[config.mk]
export PLATFORM = sky130hd
export DESIGN_NAME = thread_pc_sequencer
export DESIGN_NICKNAME = d
export VERILOG_FILES = /design/src/rtl/thread_pc_sequencer.sv
export SDC_FILE = /design/constraint.sdc
export NUM_CORES = 1
export LEC_CHECK = 0
export CAP_MARGIN = 25
export CORE_ASPECT_RATIO = 0.6
export CORE_UTILIZATION = 45
export DETAILED_ROUTE_END_ITERATION = 10
export PLACE_DENSITY = 0.64
export SLEW_MARGIN = 10
export SYNTH_ARGS = -nofsm -noshare
export SYNTH_HDL_FRONTEND = slang
export SYNTH_SLANG_ARGS = --single-unit
export TNS_END_PERCENT = 1
[constraint.sdc]
create_clock -name clock -period 4.07 [get_ports clock]
set_input_delay 0.814 -clock clock [delete_from_list [all_inputs] [get_ports clock]]
set_output_delay 0.814 -clock clock [all_outputs]
set_load 0.01 [all_outputs]
[src/rtl/thread_pc_sequencer.sv]
// thread_pc_sequencer: round-robin multithreaded PC sequencer for the fetch
// front-end. Every cycle one thread gets an issue slot. That thread either issues
// a fresh PC, re-issues its previous PC, follows a jump, or stays idle when it is
// disabled. Each thread's PC can also be reloaded at runtime through the restart
// port.
module thread_pc_sequencer #(
  parameter int PC_WIDTH           = 10,
  parameter int THREAD_COUNT       = 8,
  parameter int THREAD_COUNT_WIDTH = 3,
  parameter int START_PC           = 0,
  parameter int START_PC_STRIDE    = 0
) (
  input  logic                          clock,
  input  logic                          reset_n,
  output logic [THREAD_COUNT_WIDTH-1:0] current_thread,
  input  logic [THREAD_COUNT-1:0]       thread_enable,
  input  logic                          IO_ready,
  input  logic                          cancel,
  input  logic                          jump,
  input  logic [PC_WIDTH-1:0]           jump_destination,
  input  logic                          restart,
  input  logic [THREAD_COUNT_WIDTH-1:0] restart_thread,
  input  logic [PC_WIDTH-1:0]           restart_pc,
  output logic [PC_WIDTH-1:0]           pc,
  output logic [THREAD_COUNT_WIDTH-1:0] pc_thread,
  output logic                          pc_valid
);

  typedef logic [PC_WIDTH-1:0] pc_t;
  typedef logic [THREAD_COUNT_WIDTH-1:0] tid_t;

  // Reset PC of thread idx. The result is truncated, so it wraps modulo 2^PC_WIDTH.
  function automatic pc_t start_pc_of(input int unsigned idx);
    logic [63:0] sum;
    sum = 64'(START_PC) + 64'(idx) * 64'(START_PC_STRIDE);
    return sum[PC_WIDTH-1:0];
  endfunction

  localparam tid_t LAST_THREAD = tid_t'(THREAD_COUNT - 1);

  // Per-thread state.
  pc_t                     cur_pc_q  [THREAD_COUNT];
  pc_t                     cur_pc_d  [THREAD_COUNT];
  pc_t                     prev_pc_q [THREAD_COUNT];
  pc_t                     prev_pc_d [THREAD_COUNT];
  logic [THREAD_COUNT-1:0] primed_q, primed_d;

  // Slot pointer and registered issue outputs.
  tid_t current_thread_q, current_thread_d;
  pc_t  pc_q, pc_d;
  tid_t pc_thread_q, pc_thread_d;
  logic pc_valid_q, pc_valid_d;

  // Intermediate values for the issue decision.
  tid_t t;
  logic restart_hit;
  pc_t  issue_pc;
  logic issue_valid;

  // Round-robin slot pointer: 0 .. THREAD_COUNT-1, then back to 0.
  always_comb begin
    if (current_thread_q == LAST_THREAD) current_thread_d = '0;
    else                                 current_thread_d = current_thread_q + tid_t'(1);
  end

  // Issue decision for the current thread. After the decision, a restart
  // reload is applied on top, so it overrides any rule update to that thread.
  always_comb begin
    // NOTE: every combinational output gets a default first. Without that,
    // a branch that leaves one unassigned would infer a latch.
    cur_pc_d    = cur_pc_q;
    prev_pc_d   = prev_pc_q;
    primed_d    = primed_q;
    t           = current_thread_q;
    issue_pc    = cur_pc_q[t];
    issue_valid = 1'b0;
    restart_hit = restart && (32'(restart_thread) < 32'(THREAD_COUNT));

    if (!thread_enable[t]) begin
      // Disabled thread: report its held PC as a bubble and change no state.
      issue_valid = 1'b0;
    end else if (!primed_q[t]) begin
      // First issue since reset. Feedback belongs to no instruction of this thread.
      issue_valid  = 1'b1;
      prev_pc_d[t] = cur_pc_q[t];
      cur_pc_d[t]  = cur_pc_q[t] + pc_t'(1);
      primed_d[t]  = 1'b1;
    end else if (!IO_ready && !cancel) begin
      // The previous instruction stalled on IO, so issue it again.
      issue_pc    = prev_pc_q[t];
      issue_valid = 1'b1;
    end else if (jump) begin
      issue_pc     = jump_destination;
      issue_valid  = 1'b1;
      prev_pc_d[t] = jump_destination;
      cur_pc_d[t]  = jump_destination + pc_t'(1);
    end else begin
      issue_valid  = 1'b1;
      prev_pc_d[t] = cur_pc_q[t];
      cur_pc_d[t]  = cur_pc_q[t] + pc_t'(1);
    end

    if (restart_hit) begin
      cur_pc_d[restart_thread]  = restart_pc;
      prev_pc_d[restart_thread] = restart_pc;
      primed_d[restart_thread]  = 1'b1;
      // A restart of the thread in the current slot annuls that slot's issue.
      if (restart_thread == t) issue_valid = 1'b0;
    end

    pc_d        = issue_pc;
    pc_thread_d = t;
    pc_valid_d  = issue_valid;
  end

  // All state, including the per-thread PC arrays, with asynchronous reset.
  always_ff @(posedge clock or negedge reset_n) begin
    if (!reset_n) begin
      // NOTE: the PC arrays are reset explicitly, one entry per thread, so no
      // init file or preload is needed. This works only because they are flops,
      // not a RAM macro.
      for (int i = 0; i < THREAD_COUNT; i++) begin
        cur_pc_q[i]  <= start_pc_of(i);
        prev_pc_q[i] <= start_pc_of(i);
      end
      primed_q         <= '0;
      current_thread_q <= '0;
      pc_q             <= '0;
      pc_thread_q      <= '0;
      pc_valid_q       <= 1'b0;
    end else begin
      // NOTE: state updates use non-blocking assignment. Every flop then
      // samples its pre-edge value, independent of statement order.
      cur_pc_q         <= cur_pc_d;
      prev_pc_q        <= prev_pc_d;
      primed_q         <= primed_d;
      current_thread_q <= current_thread_d;
      pc_q             <= pc_d;
      pc_thread_q      <= pc_thread_d;
      pc_valid_q       <= pc_valid_d;
    end
  end

  assign current_thread = current_thread_q;
  assign pc             = pc_q;
  assign pc_thread      = pc_thread_q;
  assign pc_valid       = pc_valid_q;

endmodule
# --- Word level (Yosys, flattened, before mapping) ---
# Cells that the tools add are included.
word_totals:
  inputBits: 37
  wordCells: 90
  ff_bits: 185
classes:
  add_sub_neg: 3
  eq_ne: 2
  n_mux: 45
  n_reduce_logical: 7
  n_lt_le_gt_ge: 8
  n_bitwise: 4
op_table:
  columns: ["cell", "n"]
  rows:
  - ["$mux W80", 10]
  - ["$bwmux W80", 6]
  - ["$mux W10", 10]
  - ["$bmux W10 S3", 2]
  - ["$demux W10 S3", 2]
  - ["$mux W8", 3]
  - ["$add A10 B1 Y10 const B", 2]
  - ["$or A8 B8 Y8", 2]
  - ["$ge A4 B4 Y1 const B", 2]
  - ["$lt A3 B4 Y1 const B", 2]
  - ["$lt A4 B1 Y1 const B", 2]
  - ["$not A3 Y4", 2]
  - ["$mux W1", 7]
  - ["$bmux W1 S3", 2]
  - ["$demux W1 S3", 2]
  - ["$ge A3 B1 Y1 const B", 2]
  - ["$logic_and A1 B1 Y1", 5]
  - ["$add A3 B1 Y3 const B", 1]
  - ["$eq A3 B3 Y1", 1]
  - ["$eq A3 B3 Y1 const B", 1]
  - ["$mux W3", 1]
  - ["$logic_not A1 Y1", 2]

# --- Logic depth before layout (Yosys ltp) ---
# Gate-level depths: netlist of the first run.
logic_depth:
  ltp_word: 12
  ltp_mapped: 14
  depth_no_buf: 11

# --- Least setup slack after synthesis of the first run ---
# No wires, ideal clock.
synth_path:
  kind: "reg2reg"
  startpoint: "reg current_thread_q[0], in the netlist current_thread[0]"
  endpoint: "reg cur_pc_q[18] (netlist bit)"
  path_slack_ps: 1154
  arrival_ps: 2790
  stages_incl_launch_ff: 13
  setup_ps: 126
  synth_period_minus_slack_ps: 2916
  path_cell_list: "dfrtp_1 > buf_6 > buf_12 > buf_12 > mux4_2 > mux2_2 > ha_1 > inv_1 > or4b_4 > xnor2_2 > o22ai_2 > a221oi_1 > nor2_1"
synth_lines:
  columns: ["item", "line", "rtl"]
  rows:
  - ["start: declaration", "49", "tid_t current_thread_q, current_thread_d;"]
  - ["start signal: assignment", "137", "current_thread_q <= current_thread_d;"]
  - ["end signal: indexed assignment", "123", "cur_pc_q[i] <= start_pc_of(i);"]
  - ["end signal: assignment", "134", "cur_pc_q <= cur_pc_d;"]
  - ["end: declaration", "42", "pc_t cur_pc_q [THREAD_COUNT];"]

==> reports/metrics.cfg, run 1 <==
[power_and_ir_drop]
comb_power_share_pct=23.2
switching_share_pct=31.6
power_per_cell_area_nw_per_um2=463
power.switching_mw=1.78
power_mw=5.64
intPower_mw=3.86
p_clk_share_pct=32.5
irDropWorstVdd_mv=0.292
sequentialPowerShare_pct=44.3
p_leak_nw=4.99

[finish]
drive_gt1_share_pct=14.1
post-route-util_pct=54.1
regArea_um2=4630
n_fill_cell=2124
fin_area_um2=12200
fin_nets=1217
antennaDiodeCount=0
multi_input_area_um2=5400
layout_common_cells=nor2_1 (233), dfrtp_1 (183), a221oi_1 (131)
area_growth_pct=15.6
layout.cells.non_filler=1497
layout_commonest_cell=nor2_1

[synthesis]
synth-seq-cells=185
ys_seq_area_share_pct=44.0
synthSimpleGateAreaFrac_pct=16.6
ys.warnings.count=0
synth_edf_count=0
synth_top_cell_by_area=dfrtp_1
synthXorXnorAreaFrac_pct=1.65
syn-num-nets=1164
async_flop_share_pct=100
synth_top_area_share_pct=44.0
syn_inst=1123
synth.area.mux_share_pct=7.45
synthAdderAreaFrac_pct=0.475
synth_compound_area_share_pct=24.8
synth.area.top_cells=dfrtp_1 (44%), a221oi_1 (11%), nor2_1 (8.3%), o21ai_0 (3.6%), nand2_1 (2.6%)
synth_top_family_by_area=compound AO/OA/AOI/OAI gates
syn_area_um2=10500
yosysUniqueCellTypes=72
synthFlopType=dfrtp_1
syn_area_per_cell_um2=9.38

[sta]
hold_slack_ns=0.431
relSlewSlack_pct=41.6
period_needed_ns=3.73
setup_slack_ns=0.340
skew_ns=0.0114
hold_violations=0
rsz0062_at_grt=no
fin_crit_sh_pct=91.7
drv_slew=0
fmax_mhz=268
tightest_slew_ns=0.873
tns_ns=0
finalSetupViolations=0

[clock_tree]
insertion_delay_ns=0.46
clkSinkCount=185
cts_root_buffer=clkbuf_16
postCtsSetupBuffers=0
cts.clk_slew.worst_paths_ns=0.08
cts_max_level=4
ctsResizeCount=0
cts_tree=built
hold_buffers=0
clockBufferDepth=2
numCtsBuffers=17

[critical_path]
path_delay_family=compound AO/OA/AOI/OAI gates
worstPathRequired_ns=4.44
arrival_ns=4.10
critical-path-slowest-cell=dfrtp_4
cp.depth=9
worstSetupEndpointType=flop
reg2reg_from=current_thread[0]
cp.buffers_inverters=1
cp_slowest_stage_delay_ns=0.80
start_kind=flop
crit_chain=mux2_2, a221oi_1, o22a_1, buf_4, or3_1, nand2_8, nand2_4, a22oi_1, o21ai_0
r2r_cells=9
reg2reg_setup_slack_ns=0.34
worst-setup-path-type=reg -> reg
cp_max_fo=37
reg2reg_to=prev_pc_q[19]

[floorplan]
std_cell_rows=42
start_util_pct=46.8
dieArea_um2=24000
die_w_um=199
coreArea_um2=22500
io_pins=54
die_h_um=121

[routing]
vias=10282
wl_per_cell_um=29.2
drt_drc_violations_left=0
ant_nets=0
drt_wl_total_um=43800
vias_per_cell=6.87
drt_iter0_drc=1548
drt_pass1_iterations=8

[status]
outcome=completed

[grt]
grt.overflow.total=0
grt_max_degree=88
grt_pass1_vias=9765
grt.total_usage_pct=37.8
grt_pass1_wl_um=64900
antenna_found_initial=0

[placement]
gp_congestion=0.986
dpl_worst_slack_ns=0.193
dpl.hpwl_um=30700
portBuffers=53
place_inst=1462
dpl-instance-area_um2=11500

[hold_path]
hold_path_class=in -> async

[run]
cap_violations=0

[cells in the mapped netlist, drive strengths merged, types with 4 or more instances]
cell    instances
o221ai          4
xnor2          12
mux2i          15
nor2          234
mux4           17
ha              4
and2b           5
nand2b          4
nor3           20
mux2           20
o21ai          97
xor2            7
buf            42
a22oi          25
inv             8
dfrtp         185
nand3          14
a31oi           5
o31ai          10
nor2b           8
and2            8
and3           11
a211oi          5
o22ai          15
a221oi        133
a21oi          54
clkbuf         49
nand2          79
a22o            4
[worst max-delay path by stage]
stage                      startpoint             to  slack [ns]
floorplan           current_thread[0]   cur_pc_q[18]        1.15
global placement     thread_enable[0]          pc[0]        0.23
detailed placement   thread_enable[6]          pc[0]        0.19
CTS                 current_thread[0]  prev_pc_q[19]        0.42
global route        current_thread[0]  prev_pc_q[19]        0.20
finish              current_thread[0]  prev_pc_q[19]        0.34
[cell type report]
| class | count | share of cell area (%) |
|---|---|---|
| clock buffer | 18 | 3.52 |
| clock inverter | 14 | 1.61 |
| inverter | 9 | 0.277 |
| multi-input combinational | 838 | 44.3 |
| sequential | 185 | 38.1 |
| tap | 308 | 3.17 |
| timing repair buffer | 125 | 9.01 |
[routing by layer]
layer | global-route usage [%] | share of wire [%] | up-vias | routed length, um
met5 | 0 | 0 | - | 0
met4 | 10.6 | 2.7 | 0 | 1170
met3 | 14.5 | 14 | 90 | 6330
met2 | 51.7 | 41 | 808 | 18000
met1 | 55.0 | 42 | 5072 | 18300
li1 | - | - | 4312 | -
[sequential cells by signal (all words and copies together), names as in the netlist]
register,cells
cur_pc_q,80
prev_pc_q,80
pc,10
primed_q,8
current_thread,3
pc_thread,3
pc_valid,1
[cells by family after synthesis]
kind of cell / after synthesis
AO/OA/AOI/OAI: 366
adder cells (fa/ha/maj): 4
buffers and inverters: 100
XOR/XNOR: 19
AND/OR/NAND/NOR: 397
multiplexers: 52
flip-flops: 185
[worst register-to-register path, cell delays in order, from the launching register on]
cell and delay, ns:
dfrtp_4 0.80, mux2_2 0.43, a221oi_1 0.47, o22a_1 0.29, buf_4 0.23, or3_1 0.53, nand2_8 0.21, nand2_4 0.31
a22oi_1 0.14, o21ai_0 0.24
[power by group through the flow]
| stage | registers (mW) | clock network [mW] | logic [mW] |
|---|---|---|---|
| 4_1_cts | 2.48 | 1.84 | 1.29 |
| 3_5_place_dp | 2.51 | 0 | 1.28 |
| 3_3_place_gp | 2.51 | 0 | 1.26 |
| 2_1_floorplan | 2.42 | 0 | 0.836 |
| 6_report | 2.50 | 1.83 | 1.31 |
| 5_1_grt | 2.53 | 1.92 | 1.41 |
(Power assumes the default switching activity.)
==> run 2, diff against run 1 <==
CAP_MARGIN = 20   (was 25)
==> run 2 against run 1 <==
  * Clock skew is 0.00073 ns higher
  * Worst hold slack better by 0.0064 ns
  * Register-to-register slack worse by 0.08 ns
  * Setup slack worse by 0.079 ns
  * First-iteration DRC count is 1.2% lower
  * Die area stayed put
  * Routed wire length is 0.27% higher
  * Fmax is 2.1% lower
  * Critical endpoint is now pc[0]
  * Largest power group unchanged
==> reports/metrics.cfg, run 2 (same netlist as run 1, synthesis figures left out) <==
[grt]
antenna_found_initial=0  ; unchanged
grt.total_usage_pct=37.8  ; unchanged
grt.overflow.total=0  ; unchanged
grt_pass1_vias=9765  ; unchanged
grt_max_degree=88  ; unchanged
grt_pass1_wl_um=64900  ; unchanged

[finish]
antennaDiodeCount=0  ; unchanged
drive_gt1_share_pct=13.9  ; was 14.1%
area_growth_pct=15.4  ; was 15.6%
fin_nets=1214  ; was 1217
layout_commonest_cell=nor2_1  ; unchanged
layout_common_cells=nor2_1 (233), dfrtp_1 (183), a221oi_1 (131)  ; unchanged

[power_and_ir_drop]
power_mw=5.63  ; was 5.64 mW
power_per_cell_area_nw_per_um2=463  ; about the same
p_leak_nw=4.97  ; was 4.99 nW
irDropWorstVdd_mv=0.293  ; was 0.292 mV

[floorplan]
coreArea_um2=22500  ; unchanged
start_util_pct=46.8  ; unchanged
die_h_um=121  ; unchanged
std_cell_rows=42  ; unchanged
dieArea_um2=24000  ; unchanged
io_pins=54  ; unchanged
die_w_um=199  ; unchanged

[sta]
fmax_mhz=262  ; was 268 MHz
period_needed_ns=3.81  ; was 3.73 ns
hold_slack_ns=0.437  ; was 0.431 ns
finalSetupViolations=0  ; unchanged
fin_crit_sh_pct=93.6  ; was 91.7%
rsz0062_at_grt=no  ; unchanged
relSlewSlack_pct=23.0  ; was 41.6%
drv_slew=0  ; unchanged
tns_ns=0  ; unchanged
hold_violations=0  ; unchanged
skew_ns=0.0121  ; was 0.0114 ns
setup_slack_ns=0.260  ; was 0.340 ns
tightest_slew_ns=1.15  ; was 0.873 ns

[routing]
vias_per_cell=6.85  ; was 6.87
vias=10241  ; was 10282
drt_drc_violations_left=0  ; unchanged
ant_nets=0  ; unchanged
drt_wl_total_um=43900  ; was 43800 um
drt_iter0_drc=1530  ; was 1548
drt_pass1_iterations=6  ; was 8
wl_per_cell_um=29.4  ; was 29.2 um

[placement]
gp_congestion=0.986  ; unchanged
dpl.hpwl_um=30700  ; unchanged
portBuffers=53  ; unchanged
dpl_worst_slack_ns=0.193  ; unchanged

[clock_tree]
insertion_delay_ns=0.46  ; about the same
ctsResizeCount=0  ; unchanged
cts_tree=built  ; unchanged
clockBufferDepth=2  ; unchanged
cts.clk_slew.worst_paths_ns=0.07  ; was 0.08 ns
cts_root_buffer=clkbuf_16  ; unchanged
clkSinkCount=185  ; unchanged
postCtsSetupBuffers=0  ; unchanged
cts_max_level=4  ; unchanged
hold_buffers=0  ; unchanged
numCtsBuffers=17  ; unchanged

[run]
cap_violations=0  ; unchanged

[critical_path]
worstSetupEndpointType=flop  ; unchanged
arrival_ns=4.19  ; was 4.10 ns
worstPathRequired_ns=4.45  ; was 4.44 ns
cp_max_fo=37  ; unchanged
start_kind=flop  ; unchanged
crit_chain=and2b_1, a221oi_2, o22a_1, buf_4, nor2_1, o21ai_1, nor2b_1, a21oi_1  ; was mux2_2, a221oi_1, o22a_1, buf_4, or3_1, nand2_8, nand2_4, a22oi_1, o21ai_0
cp_slowest_stage_delay_ns=0.81  ; was 0.80 ns
r2r_cells=8  ; was 9
critical-path-slowest-cell=nor2_1  ; was dfrtp_4
worst-setup-path-type=reg -> reg  ; unchanged

[status]
outcome=completed  ; unchanged

[hold_path]
hold_path_class=in -> async  ; unchanged

==> run 2: changes by cell type in the layout (fill, tap and decap cells not counted) <==
cell and delta:
buf_4 -2, buf_2 -1
==> run 2: power by group <==
| part | switching (mW) | total, mW | internal [mW] |
|---|---|---|---|
| combinational | 0.714 | 1.31 | 0.595 |
| sequential | 0.270 | 2.50 | 2.23 |
| clock | 0.792 | 1.83 | 1.03 |
==> run 2: critical path, delay by kind of cell, from the launching register on <==
kind            cells  cell delay [ns]
compound gates      4             1.12
buf+inv             1             0.22
flops               1             0.72
simple gates        3             1.65
==> run 2: layer usage <==
metal / vias to the layer above / wire (um) / track usage (%)
met3: 76 / 6240 / 14.5
met5: - / 0 / 0
met1: 5052 / 18500 / 55.0
met4: 0 / 1050 / 10.6
li1: 4307 / - / -
met2: 806 / 18100 / 51.7
==> run 2: through the flow <==
stage	utilization (%)	std cells	area [um2]
2_1_floorplan	-	1123	10500
3_3_place_gp	51.3	1462	11500
3_5_place_dp	51.3	1462	11500
4_1_cts	54.0	1494	12200
5_1_grt	54.0	1494	12200
6_report	54.0	1494	12200
==> run 2: area by class of cell <==
class | count | area [um2]
Clock buffer | 18 | 429
Clock inverter | 14 | 196
Fill cell | 2122 | 10300
Inverter | 9 | 33.8
Multi-Input combinational cell | 838 | 5400
Sequential cell | 185 | 4630
Tap cell | 308 | 385
Timing Repair Buffer | 122 | 1080
==> run 2: path summary, 6_finish.rpt <==
kind | slack, ns | end | start
setup / recovery | 0.26 | pc[0] | current_thread[0]
hold / removal | 0.44 | pc_thread[0] | reset_n
setup reg to reg | 0.26 | pc[0] | current_thread[0]
hold reg to reg | 0.48 | primed_q[4] | primed_q[4]
max in group asynchronous | 2.76 | prev_pc_q[71] | reset_n
min in group clock | 0.48 | primed_q[4] | primed_q[4]
==> run 3, diff against run 2 <==
ABC_CLOCK_PERIOD_IN_PS = 4070   (was not set)
GPL_TIMING_DRIVEN = 0   (was not set)
==> run 3 against run 2 <==
  * The flow now finishes with violations (negative setup slack)
  * Final area shrank 1.1%
  * Routed wire length grew 12%
  * Sequential power is essentially flat
  * Global-route usage grew 4.4 points
  * Clock power grew 3%
  * Combinational power is essentially flat
  * Count of clock-buffer cells in the layout grew 4
  * Fmax shrank 8.0%
  * Critical path depth grew 3
  * Sequential share of layout area grew 0.39 points
  * Largest power group unchanged
==> reports/metrics.cfg, run 3 (same netlist as run 1, synthesis figures left out) <==
[sta]
tns_ns=-0.499  ; was 0 ns
period_needed_ns=4.14  ; was 3.81 ns
skew_ns=0.0172  ; was 0.0121 ns
fmax_mhz=241  ; was 262 MHz
setup_slack_ns=-0.0708  ; was 0.260 ns
fin_crit_sh_pct=102  ; was 93.6%
drv_slew=0  ; unchanged
hold_violations=0  ; unchanged
relSlewSlack_pct=16.2  ; was 23.0%
rsz0062_at_grt=no  ; unchanged
tightest_slew_ns=1.25  ; was 1.15 ns
finalSetupViolations=10  ; was 0

[grt]
grt_max_degree=108  ; was 88
antenna_found_initial=1  ; was 0
grt.total_usage_pct=42.3  ; was 37.8%
grt.overflow.total=0  ; unchanged
grt_pass1_wl_um=70100  ; was 64900 um
grt_pass1_vias=9796  ; was 9765

[placement]
gp_congestion=1.02  ; was 0.986
portBuffers=40  ; was 53
dpl.hpwl_um=36600  ; was 30700 um

[finish]
drive_gt1_share_pct=10.4  ; was 13.9%
area_growth_pct=14.1  ; was 15.4%
layout_commonest_cell=nor2_1  ; unchanged
fin_nets=1225  ; was 1214
n_fill_cell=2136  ; was 2122
antennaDiodeCount=0  ; unchanged
post-route-util_pct=53.4  ; was 54.0%
layout_common_cells=nor2_1 (233), dfrtp_1 (185), a221oi_1 (131)  ; was nor2_1 (233), dfrtp_1 (183), a221oi_1 (131)

[routing]
vias_per_cell=7.13  ; was 6.85
ant_nets=0  ; unchanged
wl_per_cell_um=32.8  ; was 29.4 um
drt_wl_total_um=49400  ; was 43900 um
drt_pass1_iterations=8  ; was 6
vias=10729  ; was 10241
drt_drc_violations_left=0  ; unchanged
drt_iter0_drc=2047  ; was 1530

[status]
outcome=finished with violations  ; was completed
violations=negative setup slack

[critical_path]
worst-setup-path-type=reg -> reg  ; unchanged
path_delay_family=simple AND/OR/NAND/NOR gates  ; unchanged
cp.buffers_inverters=4  ; was 1
crit_chain=buf_6, buf_12, buf_12, nor2_2, a221oi_1, o22ai_1, nand2_1, nand2_1, clkbuf_1, a221oi_1, nor2_1  ; was and2b_1, a221oi_2, o22a_1, buf_4, nor2_1, o21ai_1, nor2b_1, a21oi_1
worstSetupEndpointType=flop  ; unchanged
cp_slowest_stage_delay_ns=0.80  ; was 0.81 ns
cp_max_fo=10  ; was 37
worstPathRequired_ns=4.46  ; was 4.45 ns
start_kind=flop  ; unchanged
arrival_ns=4.53  ; was 4.19 ns
critical-path-slowest-cell=clkbuf_1  ; was nor2_1

[floorplan]
start_util_pct=46.8  ; unchanged
dieArea_um2=24000  ; unchanged
coreArea_um2=22500  ; unchanged
die_h_um=121  ; unchanged
std_cell_rows=42  ; unchanged
die_w_um=199  ; unchanged
io_pins=54  ; unchanged

[power_and_ir_drop]
sequentialPowerShare_pct=44.3  ; was 44.4%
switching_share_pct=31.8  ; was 31.5%
intPower_mw=3.89  ; was 3.86 mW
comb_power_share_pct=22.7  ; was 23.2%
p_clk_share_pct=33.0  ; was 32.4%
power_per_cell_area_nw_per_um2=475  ; was 463 nW/um2
p_leak_nw=4.82  ; was 4.97 nW
power.switching_mw=1.82  ; was 1.78 mW
irDropWorstVdd_mv=0.345  ; was 0.293 mV

[clock_tree]
cts.clk_slew.worst_paths_ns=0.06  ; was 0.07 ns
insertion_delay_ns=0.48  ; was 0.46 ns
cts_tree=built  ; unchanged
hold_buffers=0  ; unchanged
numCtsBuffers=17  ; unchanged
cts_root_buffer=clkbuf_16  ; unchanged
clockBufferDepth=2  ; unchanged
clkSinkCount=185  ; unchanged
cts_max_level=4  ; unchanged

[run]
cap_violations=0  ; unchanged

[hold_path]
hold_path_class=in -> async  ; unchanged

==> run 3: cell count changes in the layout (fill, tap and decap cells not counted), moves of 2 or more <==
| cell | previous run | this run |
|---|---|---|
| dfrtp_1 | 183 | 185 |
| clkinv_4 | 5 | 0 |
| buf_1 | 0 | 14 |
| buf_6 | 0 | 10 |
| clkdlybuf4s50_1 | 52 | 39 |
| clkbuf_1 | 1 | 46 |
| nor3_2 | 6 | 2 |
| nor3_1 | 14 | 18 |
| clkbuf_8 | 1 | 5 |
| buf_4 | 67 | 10 |
| clkinvlp_4 | 0 | 3 |
| clkbuf_2 | 0 | 3 |
| buf_2 | 0 | 7 |
==> run 3: stage by stage <==
stage	power, mW	instances	area [um2]	worst slack (ns)	hold slack (ns)
after floorplan	3.26	1123	10500	1.15	0.437
after global placement	3.78	1471	11300	-5.89	0.426
after detailed placement	3.79	1473	11400	0.00819	0.429
after CTS	5.66	1505	12000	0.213	0.369
after global routing	5.90	1505	12000	0.0250	0.383
final	5.71	1505	12000	-0.0708	0.350
==> run 3: path summary, 6_finish.rpt <==
kind / from / endpoint / slack (ns) / depth (start not counted)
worst max-delay path: current_thread[0] / prev_pc_q[29] / -0.07 / 11
worst min-delay path: reset_n / prev_pc_q[40] / 0.35 / 1
worst max register to register: current_thread[0] / prev_pc_q[29] / -0.07 / 11
worst min register to register: current_thread[2] / pc_thread[2] / 0.44 / 0
max in group asynchronous: reset_n / prev_pc_q[73] / 2.69 / 2
min in group clock: current_thread[2] / pc_thread[2] / 0.44 / 0
==> run 3: power by group through the flow <==
stage          combinational [mW]  clock [mW]  sequential [mW]
4_1_cts                      1.26        1.89             2.50
3_5_place_dp                 1.26           0             2.53
2_1_floorplan               0.836           0             2.42
5_1_grt                      1.39        1.97             2.55
6_report                     1.30        1.88             2.53
3_3_place_gp                 1.24           0             2.54
==> run 3: timing repair <==
action                     in CTS  in global routing
setup endpoints to repair       0                  8
buffers inserted                0                  0
hold endpoints to repair        0                  0
gates resized for setup         0                  2
==> run 3: area by class of cell <==
type,count,area [um2],area share (%)
inverter,9,33.8,0.281
timing repair buffer,42,440,3.66
clock inverter,10,161,1.34
tap,308,385,3.21
buffer,91,495,4.12
clock buffer,22,494,4.11
sequential,185,4630,38.5
multi-input combinational,838,5380,44.8
==> run 3: per-layer routing <==
layer  track usage [%]  share of wire (%)  wire length (um)  up-vias
met4              14.3                3.3              1620        0
met5                 0                  0                 0        -
met3              18.9                 17              8380      137
li1                  -                  -                 -     4343
met1              61.5                 41             20300     5247
met2              54.4                 39             19100     1002
